===== src/rtl/boot_sequencer.sv =====
// Boot-time loader: sends one SPI READ frame, then streams WORD_COUNT 16-bit words from storage
// into instruction/data memory through a one-entry valid/ready write buffer.
module boot_sequencer #(
  parameter int unsigned WORD_COUNT = 32768,
  parameter int unsigned ADDR_W     = 15,
  parameter logic [7:0]  READ_CMD   = 8'h03,
  parameter logic [23:0] START_ADDR = 24'h000000
) (
  input  logic              clk,
  input  logic              rst,
  input  logic              start,
  input  logic              spi_miso,
  input  logic              mem_wr_ready,
  output logic              boot_en,
  output logic              spi_mosi,
  output logic [ADDR_W-1:0] mem_addr,
  output logic [15:0]       mem_data,
  output logic              mem_wr_valid,
  output logic              is_booted,
  output logic              boot_err
);

  typedef enum logic [2:0] {
    StIdle,
    StSetup,
    StCmd,
    StData,
    StDrain,
    StDone,
    StErr
  } state_e;

  localparam logic [31:0]     Frame   = {READ_CMD, START_ADDR};
  localparam int unsigned     LastIdx = WORD_COUNT - 1;
  localparam logic [ADDR_W:0] WordOne = 1;

  state_e              state_q, state_d;
  logic [31:0]         frame_q, frame_d;
  logic [4:0]          bit_cnt_q, bit_cnt_d;
  logic [ADDR_W:0]     word_cnt_q, word_cnt_d;
  logic [15:0]         shift_q, shift_d;
  logic                boot_en_q, boot_en_d;
  logic                mosi_q, mosi_d;
  logic [ADDR_W-1:0]   addr_q, addr_d;
  logic [15:0]         data_q, data_d;
  logic                valid_q, valid_d;
  logic                booted_q, booted_d;
  logic                err_q, err_d;
  logic [15:0]         word;

  always_comb begin
    state_d    = state_q;
    frame_d    = frame_q;
    bit_cnt_d  = bit_cnt_q;
    word_cnt_d = word_cnt_q;
    shift_d    = shift_q;
    boot_en_d  = boot_en_q;
    mosi_d     = 1'b0;
    addr_d     = addr_q;
    data_d     = data_q;
    valid_d    = valid_q;
    booted_d   = booted_q;
    err_d      = err_q;
    word       = {shift_q[14:0], spi_miso};

    // A load later in this block overrides the acceptance clear.
    if (valid_q && mem_wr_ready) begin
      valid_d = 1'b0;
    end

    unique case (state_q)
      StIdle: begin
        if (start) begin
          state_d    = StSetup;
          boot_en_d  = 1'b1;
          mosi_d     = Frame[31];
          frame_d    = Frame;
          bit_cnt_d  = '0;
          word_cnt_d = '0;
        end
      end
      StSetup: begin
        // SCK is held off this cycle, so bit 31 is presented again in the first CMD cycle.
        state_d = StCmd;
        mosi_d  = frame_q[31];
        frame_d = {frame_q[30:0], 1'b0};
      end
      StCmd: begin
        if (bit_cnt_q == 5'd31) begin
          state_d   = StData;
          bit_cnt_d = '0;
        end else begin
          mosi_d    = frame_q[31];
          frame_d   = {frame_q[30:0], 1'b0};
          bit_cnt_d = bit_cnt_q + 5'd1;
        end
      end
      StData: begin
        shift_d = word;
        if (bit_cnt_q == 5'd15) begin
          bit_cnt_d = '0;
          if (valid_q && !mem_wr_ready) begin
            err_d     = 1'b1;
            boot_en_d = 1'b0;
            state_d   = StErr;
          end else begin
            data_d     = word;
            addr_d     = word_cnt_q[ADDR_W-1:0];
            valid_d    = 1'b1;
            word_cnt_d = word_cnt_q + WordOne;
            if (32'(word_cnt_q) == LastIdx) begin
              boot_en_d = 1'b0;
              state_d   = StDrain;
            end
          end
        end else begin
          bit_cnt_d = bit_cnt_q + 5'd1;
        end
      end
      StDrain: begin
        if (!valid_q) begin
          booted_d = 1'b1;
          state_d  = StDone;
        end
      end
      StDone, StErr: begin
        boot_en_d = 1'b0;
      end
      default: begin
        state_d = StIdle;
      end
    endcase
  end

  always_ff @(posedge clk) begin
    if (rst) begin
      state_q    <= StIdle;
      frame_q    <= '0;
      bit_cnt_q  <= '0;
      word_cnt_q <= '0;
      shift_q    <= '0;
      boot_en_q  <= 1'b0;
      mosi_q     <= 1'b0;
      addr_q     <= '0;
      data_q     <= '0;
      valid_q    <= 1'b0;
      booted_q   <= 1'b0;
      err_q      <= 1'b0;
    end else begin
      state_q    <= state_d;
      frame_q    <= frame_d;
      bit_cnt_q  <= bit_cnt_d;
      word_cnt_q <= word_cnt_d;
      shift_q    <= shift_d;
      boot_en_q  <= boot_en_d;
      mosi_q     <= mosi_d;
      addr_q     <= addr_d;
      data_q     <= data_d;
      valid_q    <= valid_d;
      booted_q   <= booted_d;
      err_q      <= err_d;
    end
  end

  assign boot_en      = boot_en_q;
  assign spi_mosi     = mosi_q;
  assign mem_addr     = addr_q;
  assign mem_data     = data_q;
  assign mem_wr_valid = valid_q;
  assign is_booted    = booted_q;
  assign boot_err     = err_q;

endmodule


===== config.mk =====
export PLATFORM = sky130hd
export DESIGN_NAME = boot_sequencer
export DESIGN_NICKNAME = d
export VERILOG_FILES = /design/src/rtl/boot_sequencer.sv
export SDC_FILE = /design/constraint.sdc
export NUM_CORES = 1
export LEC_CHECK = 0
export CORE_AREA = 8 8 87 89
export DETAILED_ROUTE_END_ITERATION = 10
export DIE_AREA = 0 0 95 97
export PLACE_DENSITY = 0.77
export SETUP_SLACK_MARGIN = 0.2
export SYNTH_ARGS = -nofsm -noshare
export SYNTH_HDL_FRONTEND = slang
export SYNTH_SLANG_ARGS = --single-unit

===== constraint.sdc =====
create_clock -name clk -period 2.65 [get_ports clk]
set_clock_uncertainty 0.15 [all_clocks]
set_input_delay 0.265 -clock clk [delete_from_list [all_inputs] [get_ports clk]]
set_output_delay 0.265 -clock clk [all_outputs]
set_load 0.02 [all_outputs]

# == Word-level counts from Yosys, hierarchy flattened ==
# Cells that the tools add are included.
# totals
reg_bits,107
out_inout_bits,36
wordCells,79
inputBits,5
# op_classes
n_addsub,2
n_eq_ne,16
muxes,29
n_bitwise,3
reduce_logical,17
# op_table
operator,count
$pmux W32 S3,1
$mux W32,2
$mux W16,3
$pmux W16 S2,1
$mux W3,6
$pmux W3 S6,1
$add A16 B1 Y16 const B,1
$eq A16 B15 Y1 const B,1
$mux W5,3
$pmux W5 S3,1
$ne A2 B2 Y1 const B,6
$eq A3 B3 Y1 const B,3
$mux W1,9
$reduce_and A3 Y1,3
$reduce_bool A3 Y1,3
$reduce_and A4 Y1,2
$eq A3 B2 Y1 const B,2
$reduce_and A6 Y1,1
$add A5 B1 Y5 const B,1
$eq A5 B4 Y1 const B,1
$eq A5 B5 Y1 const B,1
$reduce_and A2 Y1,2
$eq A3 B1 Y1 const B,1
$logic_not A3 Y1,1
8 further kinds,11

# == Logic depth before layout (Yosys ltp) ==
# depth
ltp_word,5
depth_mapped,8

# == Least setup slack after synthesis ==
# Ideal clock, no wire load.
# synth_timing
path_type,reg2reg
from,reg word_cnt_q[0]
to,reg state_q[2]
stages_incl_launch_ff,8
setup_time_ps,70
synth_period_minus_slack_ps,2195
path_slack_ps,455
t_required_ps,2430
t_arrival_ps,1975
path_cell_list,dfxtp_1 ha_1 nand3_2 or2_0 buf_2 o311a_4 or4_1 a21oi_1
# synth_between
elab_chain_len,3
# synth_lines
element,line,rtl
"start, declared",40,"logic [ADDR_W:0] word_cnt_q, word_cnt_d;"
"start signal, assigned",153,word_cnt_q <= word_cnt_d;
$eq A16 B15 Y1,111,if (32'(word_cnt_q) == LastIdx) begin
$ne A3 B3 Y1 (no line),--,
$reduce_and A6 Y1 (no line),--,
"end signal, assigned",137,state_q <= StIdle;
"end signal, assigned",150,state_q <= state_d;
"end, declared",37,"state_e state_q, state_d;"
# Every way passes these cells.
# A chain may end at the register's enable or synchronous reset.

# == Final worst setup path ==
# Same ends and word-level chain as after synthesis.

==> impl_metrics.toml <==
[power]
p_clk_share_pct = 35.0
p_sw_share_pct = 29.3
power_leakage_nw = 1.29
p_seq_share_pct = 49.9
power_switching_mw = 0.793
p_int_mw = 1.91
p_comb_share_pct = 15.1
power_mw = 2.70
peakVddDrop_mv = 0.398
powerDensity_mw_per_mm2 = 683

[critical_path]
crit_family = "simple AND/OR/NAND/NOR gates"
slowest_stage = "or4_1"
critPathKind = "flop to flop"
worstPathArrival_ns = 2.43
crit_buf_inv = 0
crit_path_end_kind = "flop"
crit_required_ns = 2.79
start_kind = "flop"
worstPathMaxFanout = 7
critPathMaxStageDelay_ns = 0.50
path_cells = "ha_1 -> nand3_2 -> or2_1 -> o311a_4 -> or4_1 -> a21oi_1"

[clock_tree]
cts_made_buffers = 9
clk_pin_slew_worst_paths_ns = 0.09
ctsHoldBuffers = 0
cts_resized = 0
cts_sinks = 83
cts.path.max_buffers = 2
clk_latency_ns = 0.36
cts_tree = "done"
post-cts-setup-buffer-count = 0
root_buffer = "clkbuf_8"
htreeDepth = 3

[sta]
fin_crit_ns = 2.29
worstMarginPinSlew_ns = 0.560
slew_viol_final = 0
rsz0062_at_grt = "false"
period_share_pct = 86.5
whs_ns = 0.144
fmax_mhz = 436
setup_viol = 0
fin_tns_setup_ns = 0
hold_viol = 0
fin_ws_ns = 0.358
relSlewSlack_pct = 62.4

[detailed_routing]
dr.max_layer_used = "met4"
wl_per_cell_um = 13.6
wl_met3_um = 355
dr_wl_met2_um = 3290
wl_met1_um = 3200
via_per_inst = 5.34
totalWireLength_um = 6970
drt-initial-drc-count = 106
drc = 0
vias = 2740
dr.pass1.iters = 4
postRouteAntennaNets = 0

[grt]
grt_pass1_vias = 2589
globalRouteOverflowTotal = 0
grt_pass1_wl_um = 11700
grt_max_degree = 45
grt.total_usage_pct = 15.5
grt_antenna_before_repair = 0

[final_layout]
fin_area_sq_mm = 0.00396
diodes = 0
drive_gt1_share_pct = 8.26
final-instance-count-excl-fill = 513
nets = 441
area_growth_pct = 19.7
final_core_util_pct = 63.8

[yosys]
syn-cell-area_sq_mm = 0.00331
syn-num-nets = 407
ys_seq_area_share_pct = 50.2
yosys.area.top_type = "dfxtp_1"
ys_seq_elements = 83
synthTopCellsByArea = "dfxtp_1, nand2_1, a21oi_1"
synthTopCellsByCount = "nand2_1, dfxtp_1, a21oi_1"
yosys.cell_count.top_type = "nand2_1"
synth-edff-count = 0
ys.flop_type = "dfxtp_1"
ys.warnings.count = 0
avgSynthCellArea_sq_um = 8.33
synth.top_cell.area_share_pct = 50.2
async_reset_ff_share_pct = 0
synth.distinct_cells = 44
synthesis.instances = 397

[placed_design]
hpwl_um = 4700
io_buffers = 40
postPlaceCellArea_sq_mm = 0.00373
dp_slack_ns = 0.273
gp_congestion = 0.828
placed_cells = 497

[die]
row_count = 29
initial_utilization_pct = 53.3
die_h_um = 97
core_sq_mm = 0.00620
dieArea_sq_mm = 0.00922
dieWidth_um = 95
ioPinCount = 41

[job]
max_cap_violations = 0

[hold_path]
hp-class = "input port to flop"

[status]
outcome = "completed"
## worst register-to-register path, delay by kind of cell (launching register included)
family          cells  cell delay (ns)
simple gates        3             0.92
flops               1             0.39
compound gates      2             0.56
fa+ha+maj           1             0.21
## registers in the layout, summed over array words and instances, names as in the netlist, 3 cells and up
signal / count
mem_data: 16
word_cnt_q: 16
mem_addr: 15
shift_q: 15
frame_q: 8
bit_cnt_q: 5
state_q: 3
## power by group through the flow
| stage | Clock [mW] | Sequential (mW) | Combinational (mW) |
|---|---|---|---|
| floorplan | 0 | 1.36 | 0.337 |
| detailed placement | 0 | 1.38 | 0.399 |
| global route | 1.01 | 1.35 | 0.451 |
| finish | 0.947 | 1.35 | 0.409 |
| global placement | 0 | 1.37 | 0.392 |
| CTS | 0.961 | 1.35 | 0.400 |
## cell usage in the layout, fill, tap and decap left out, types with 2 or more instances in the layout
master | netlist | layout
nand2_1 | 104 | 104
dfxtp_1 | 83 | 81
a21oi_1 | 54 | 54
clkdlybuf4s50_1 | 0 | 39
nor2_1 | 30 | 30
xnor2_1 | 12 | 12
clkbuf_8 | 0 | 10
buf_4 | 1 | 9
inv_1 | 8 | 8
o21ai_0 | 8 | 8
a22oi_1 | 8 | 8
nor3_1 | 7 | 7
nand4_1 | 5 | 5
xor2_1 | 5 | 5
ha_1 | 5 | 5
nor3b_1 | 4 | 4
and3_1 | 3 | 3
or2_2 | 2 | 2
nand2b_1 | 2 | 2
nand3_1 | 2 | 2
a221oi_1 | 2 | 2
or4_1 | 2 | 2
o21a_1 | 2 | 2
a31oi_1 | 3 | 2
nor4b_2 | 0 | 2
inv_6 | 0 | 2
clkinv_4 | 0 | 2
dfxtp_2 | 0 | 2
## worst paths after layout
check | start | to | slack [ns] | depth (start not counted)
hold reg to reg | mem_addr[9] | mem_addr[9] | 0.31 | 2
hold / removal | rst | mem_data[15] | 0.14 | 2
setup reg to reg | word_cnt_q[0] | state_q[2] | 0.36 | 6
setup / recovery | word_cnt_q[0] | state_q[2] | 0.36 | 6
## kinds of logic after synthesis
logic type	share of synthesized area, %
xor gates and xnor gates	4.50
AOI/OAI and AO/OA	15.2
and+or+nand+nor	22.8
adders and majority gates	1.89
buffers and inverters	5.07
DFF	50.2
muxes	0.303
## cell type report
class	instances	area, sq um
clock buffers	10	138
fillers	539	2240
well taps	77	96.3
multi-input cells	280	1500
inverters	8	30.0
repair buffers	49	463
clock inverters	6	72.6
flip-flops and latches	83	1660
## layer usage
metal	track usage, %	vias up
li1	-	1402
met1	18.6	1261
met2	25.1	68
met3	3.86	9
met4	7.45	0
met5	0	-
Note: power is estimated with default switching activity, not from simulation.
==> edit 1: new RTL, same flow settings <==
Take the reset off `data_q` and load it in a clocked block of its own.
--- a/src/rtl/boot_sequencer.sv
+++ b/src/rtl/boot_sequencer.sv
@@ -144,3 +144,2 @@
       addr_q     <= '0;
-      data_q     <= '0;
       valid_q    <= 1'b0;
@@ -157,3 +156,2 @@
       addr_q     <= addr_d;
-      data_q     <= data_d;
       valid_q    <= valid_d;
@@ -162,2 +160,6 @@
     end
+  end
+
+  always_ff @(posedge clk) begin
+    data_q <= data_d;
   end
Formal check against the unedited RTL: no difference found for any inputs over 10 cycles, from zero or initial values and one cycle with rst high; that may be too few to reach the edited logic, so the function may still have changed.
==> edit 1 against the unedited design <==
- core utilization up 0.40 points
- critical endpoint is now word_cnt_q[12]
- global-route usage down 0.98 points
- die area unchanged
- wire length down 6.9%
- worst setup slack worse by 0.056 ns
- combinational power up 17%
- largest power group unchanged
- via count down 5.1%
- area after synthesis down 0.11%
- sequential power up 4%
- power up 0.16%
- sequential cell count unchanged
- design area up 0.63%
==> edit 1: results (changes against the unedited design) <==
| Metric | Value |
|---|---|
| Largest fanout of any net on the critical path | 30 (was 7) |
| Fill cells | 498 (was 539) |
| Least-Margin Pin Slew | 0.7042 ns (was 0.5596 ns) |
| Unique cell type count in the Yosys netlist | 42 (was 44) |
| Number of flops mapped to enable cells by yosys | 16 (was 0) |
| Arrival time reported for the critical path endpoint | 2.48 ns (was 2.43 ns) |
| Ratio of cells with drive above 1 in the final layout | 8.312% (was 8.257%) |
| Detailed placer's ending HPWL | 4.296 mm (was 4.705 mm) |
| Global-route wire length before repair | 10.99 mm (was 11.66 mm) |
| Post-synthesis compound-gate area fraction | 15.83% (was 15.20%) |
| Depth of the worst register-to-register path | 8 (was 6) |
| DR vias/cell | 5.487 (was 5.341) |
| Net total in the final layout | 402 (was 441) |
| Setup slack of the most critical reg-to-reg path | 0.30 ns (was 0.36 ns) |
| Total detailed-routing wirelength | 6.488 mm (was 6.967 mm) |
| Number of nets produced by synthesis | 363 (was 407) |
| Worst-case hold path end point | mem_addr[9] (was mem_data[15]) |
| Final weighted congestion in routability-driven placement | 0.8353 (was 0.8279) |
| Largest cells by area after synthesis | sky130_fd_sc_hd__dfxtp_1 (41%), sky130_fd_sc_hd__edfxtp_1 (15%), sky130_fd_sc_hd__nand2_1 (7.7%) (was sky130_fd_sc_hd__dfxtp_1 (50%), sky130_fd_sc_hd__nand2_1 (12%), sky130_fd_sc_hd__a21oi_1 (8.2%)) |
| Detailed Route Iter0 Violations | 114 (was 106) |
| Startpoint of the tightest hold check path | mem_addr[9] (was rst) |
| Static Leak | 1.318 nW (was 1.292 nW) |
| Pin count of the biggest net entering global routing | 52 (was 45) |
| Smallest hold slack | 0.3052 ns (was 0.1441 ns) |
| Post-synthesis share of cell area spent on xor and xnor gates | 1.060% (was 4.501%) |
| Proportion of synthesized area in mux cells | 1.250% (was 0.3026%) |
| Run status | complete, no violations (unchanged) |
| Worst flop-to-flop path startpoint | bit_cnt_q[1] (was word_cnt_q[0]) |
| Via count of the first global-routing pass | 2,437 (was 2,589) |
edit 1: cell types whose count changed after synthesis, sizes merged, moves of 4 or more:
cell	before	now
nand2	104	68
dfxtp	83	67
nor2b	1	5
a21oi	54	48
or4	2	9
clkbuf	19	13
xnor2	12	0
nor3	7	3
edfxtp	0	16
nor2	30	23
nor3b	4	0
o31ai	1	9
edit 1: stage by stage:
step	power (W)	setup slack, ns
6_report	0.002708	0.3015
5_1_grt	0.002835	0.2046
4_1_cts	0.002726	0.2270
3_5_place_dp	0.001914	0.2674
3_3_place_gp	0.001896	0.3577
2_1_floorplan	0.001807	0.3855
edit 1: where the power goes:
group          total [W]  switching (W)  leakage [nW]  internal (W)
Sequential       0.00141      0.0000739         0.689       0.00134
Clock           0.000818       0.000474        0.0783      0.000344
Combinational   0.000480       0.000292         0.550      0.000189
edit 1: worst max-delay path by stage:
stage,cells past startpoint,end,slack [ns],from
after floorplan,7,mem_data[0],0.39,bit_cnt_q[0]
after global placement,8,word_cnt_q[12],0.36,bit_cnt_q[0]
after detailed placement,8,word_cnt_q[14],0.27,bit_cnt_q[0]
after CTS,8,word_cnt_q[11],0.23,bit_cnt_q[0]
after global routing,8,word_cnt_q[7],0.20,bit_cnt_q[1]
final,8,word_cnt_q[12],0.30,bit_cnt_q[1]
edit 1: final cells by class:
cell class,instances,area [sq um],area share [%]
clock inverters,7,52.55,1.318
inverters,8,30.03,0.7533
well taps,77,96.34,2.417
multi-input cells,243,1370,34.37
repair buffers,47,490.5,12.30
clock buffers,9,123.9,3.107
flip-flops and latches,83,1823,45.73
edit 1: critical path, cell delays in order (launching register included):
cell,delay (ns)
sky130_fd_sc_hd__dfxtp_1,0.36
sky130_fd_sc_hd__ha_1,0.18
sky130_fd_sc_hd__and3_4,0.21
sky130_fd_sc_hd__ha_2,0.20
sky130_fd_sc_hd__and4b_2,0.27
sky130_fd_sc_hd__a21oi_2,0.08
sky130_fd_sc_hd__buf_12,0.17
sky130_fd_sc_hd__or4_1,0.50
sky130_fd_sc_hd__a21oi_1,0.15
edit 1: layer usage:
layer,up-vias,share of wire [%],global-route usage (%)
met3,7,6.4,3.555
met4,0,1.5,7.572
met5,-,0,0
met2,55,46,22.27
met1,1213,46,18.35
li1,1326,-,-
edit 1: cell families (layout without fill, tap and decap cells):
family / count (synthesis) / count (layout)
multiplexers: 4 / 4
adder cells (fa/ha/maj): 5 / 5
buffers and inverters: 27 / 71
AND/OR/NAND/NOR: 143 / 143
XOR/XNOR: 4 / 4
flip-flops: 83 / 83
AO/OA/AOI/OAI: 87 / 87
==> edit 2: new RTL, same settings <==
Made on the original files. The parameter `ADDR_W` goes from 15 to 13.
--- a/src/rtl/boot_sequencer.sv
+++ b/src/rtl/boot_sequencer.sv
@@ -4,3 +4,3 @@
   parameter int unsigned WORD_COUNT = 32768,
-  parameter int unsigned ADDR_W     = 15,
+  parameter int unsigned ADDR_W     = 13,
   parameter logic [7:0]  READ_CMD   = 8'h03,
Ports: changed (resized mem_addr); port bits go from 41 to 39. No check against the original RTL was run, so the function may have changed too.
==> edit 2 against the unedited design <==
- cell count fell by 1.8%
- area after synthesis fell by 1.2%
- via count rose by 0.62%
- wire length fell by 3.4%
- worst setup slack improved by 0.17 ns
- sequential cell count fell by 5
- global-route usage fell by 0.27 points
- core utilization fell by 1.3 points
- worst hold slack improved by 0.15 ns
- power rose by 0.56%
- design area fell by 2.1%
==> edit 2: results (changes against the unedited design) <==
| Metric | Value |
|---|---|
| Run status | complete, no violations (unchanged) |
| Post-synthesis compound-gate area fraction | 14.43% (was 15.20%) |
| Largest fanout of any net on the critical path | 13 (was 7) |
| Arrival time reported for the critical path endpoint | 2.25 ns (was 2.43 ns) |
| Flip-flop and latch area | 1562 sq um (was 1664 sq um) |
| Number of nets produced by synthesis | 401 (was 407) |
| Global-route wire length before repair | 11.52 mm (was 11.66 mm) |
| Sequential-to-total area share from yosys stat | 47.78% (was 50.23%) |
| Detailed placer's ending HPWL | 4.405 mm (was 4.705 mm) |
| Detailed Route Iter0 Violations | 248 (was 106) |
| Via count of the first global-routing pass | 2,546 (was 2,589) |
| Total number of multi-input combinational cells | 281 (was 280) |
| Static Leak | 1.298 nW (was 1.292 nW) |
| Final weighted congestion in routability-driven placement | 0.7997 (was 0.8279) |
| Unique cell type count in the Yosys netlist | 49 (was 44) |
| Number of buffers outside the clock class in the layout | 46 (was 49) |
| Post-synth top cells | sky130_fd_sc_hd__nand2_1 (110), sky130_fd_sc_hd__dfxtp_1 (78), sky130_fd_sc_hd__a21oi_1 (53) (was sky130_fd_sc_hd__nand2_1 (104), sky130_fd_sc_hd__dfxtp_1 (83), sky130_fd_sc_hd__a21oi_1 (54)) |
| Number of synthesized register bits | 78 (was 83) |
| Total detailed-routing wirelength | 6.731 mm (was 6.967 mm) |
| Net total in the final layout | 430 (was 441) |
| Pin count of the biggest net entering global routing | 43 (was 45) |
| Largest cells by area after synthesis | sky130_fd_sc_hd__dfxtp_1 (48%), sky130_fd_sc_hd__nand2_1 (13%), sky130_fd_sc_hd__a21oi_1 (8.1%) (was sky130_fd_sc_hd__dfxtp_1 (50%), sky130_fd_sc_hd__nand2_1 (12%), sky130_fd_sc_hd__a21oi_1 (8.2%)) |
| Synthesized-area fraction occupied by adder cells | 1.149% (was 1.891%) |
| Area taken by multi-input logic gates | 1541 sq um (was 1498 sq um) |
| Post-synthesis share of cell area spent on xor and xnor gates | 0.5360% (was 4.501%) |
| Startpoint of the tightest hold check path | boot_err (was rst) |
| Setup slack of the most critical reg-to-reg path | 0.53 ns (was 0.36 ns) |
| Post-DP Area | 3657 sq um (was 3730 sq um) |
| Clock network share of area | 5.710% (was 5.306%) |
| Fill cells | 528 (was 539) |
| Insertion delay to the later sink of the worst-skew pair | 0.34 ns (was 0.36 ns) |
| Worst-case hold path end point | boot_err (was mem_data[15]) |
edit 2: cell count changes in the layout (fill, tap and decap cells not counted), moves of 4 or more:
| cell | before | now |
|---|---|---|
| sky130_fd_sc_hd__nor2_1 | 30 | 14 |
| sky130_fd_sc_hd__xnor2_1 | 12 | 1 |
| sky130_fd_sc_hd__mux2i_1 | 1 | 11 |
| sky130_fd_sc_hd__or3_1 | 1 | 11 |
| sky130_fd_sc_hd__nand3_1 | 2 | 9 |
| sky130_fd_sc_hd__nand2_1 | 104 | 110 |
| sky130_fd_sc_hd__nor3_1 | 7 | 1 |
| sky130_fd_sc_hd__a22oi_1 | 8 | 3 |
| sky130_fd_sc_hd__nor4_2 | 0 | 5 |
| sky130_fd_sc_hd__o22ai_1 | 0 | 5 |
| sky130_fd_sc_hd__nor4_1 | 1 | 5 |
| sky130_fd_sc_hd__xor2_1 | 5 | 1 |
edit 2: worst max path at each step:
stage	endpoint	startpoint	slack, ns	depth (start not counted)
floorplan	mem_addr[10]	bit_cnt_q[0]	0.87	7
global placement	mem_addr[4]	state_q[0]	0.60	5
detailed placement	word_cnt_q[5]	start	0.55	6
CTS	mem_data[1]	state_q[0]	0.54	5
global route	mem_data[1]	state_q[0]	0.38	5
finish	word_cnt_q[2]	bit_cnt_q[0]	0.53	5
edit 2: metal layers:
metal  vias up  wire (um)  global-route usage (%)
met1      1281       3167                   19.44
met3        12        331                   3.246
met2        64       3114                   23.55
met5         -          0                       0
li1       1400          -                       -
met4         0        118                   7.572
edit 2: where the power goes:
part | switching [W] | total, W | internal [W] | leakage (nW)
logic | 0.000274 | 0.000446 | 0.000172 | 0.562
registers | 0.0000773 | 0.00130 | 0.00122 | 0.630
clock network | 0.000444 | 0.000977 | 0.000533 | 0.106
total | 0.000795 | 0.00272 | 0.00192 | 1.30
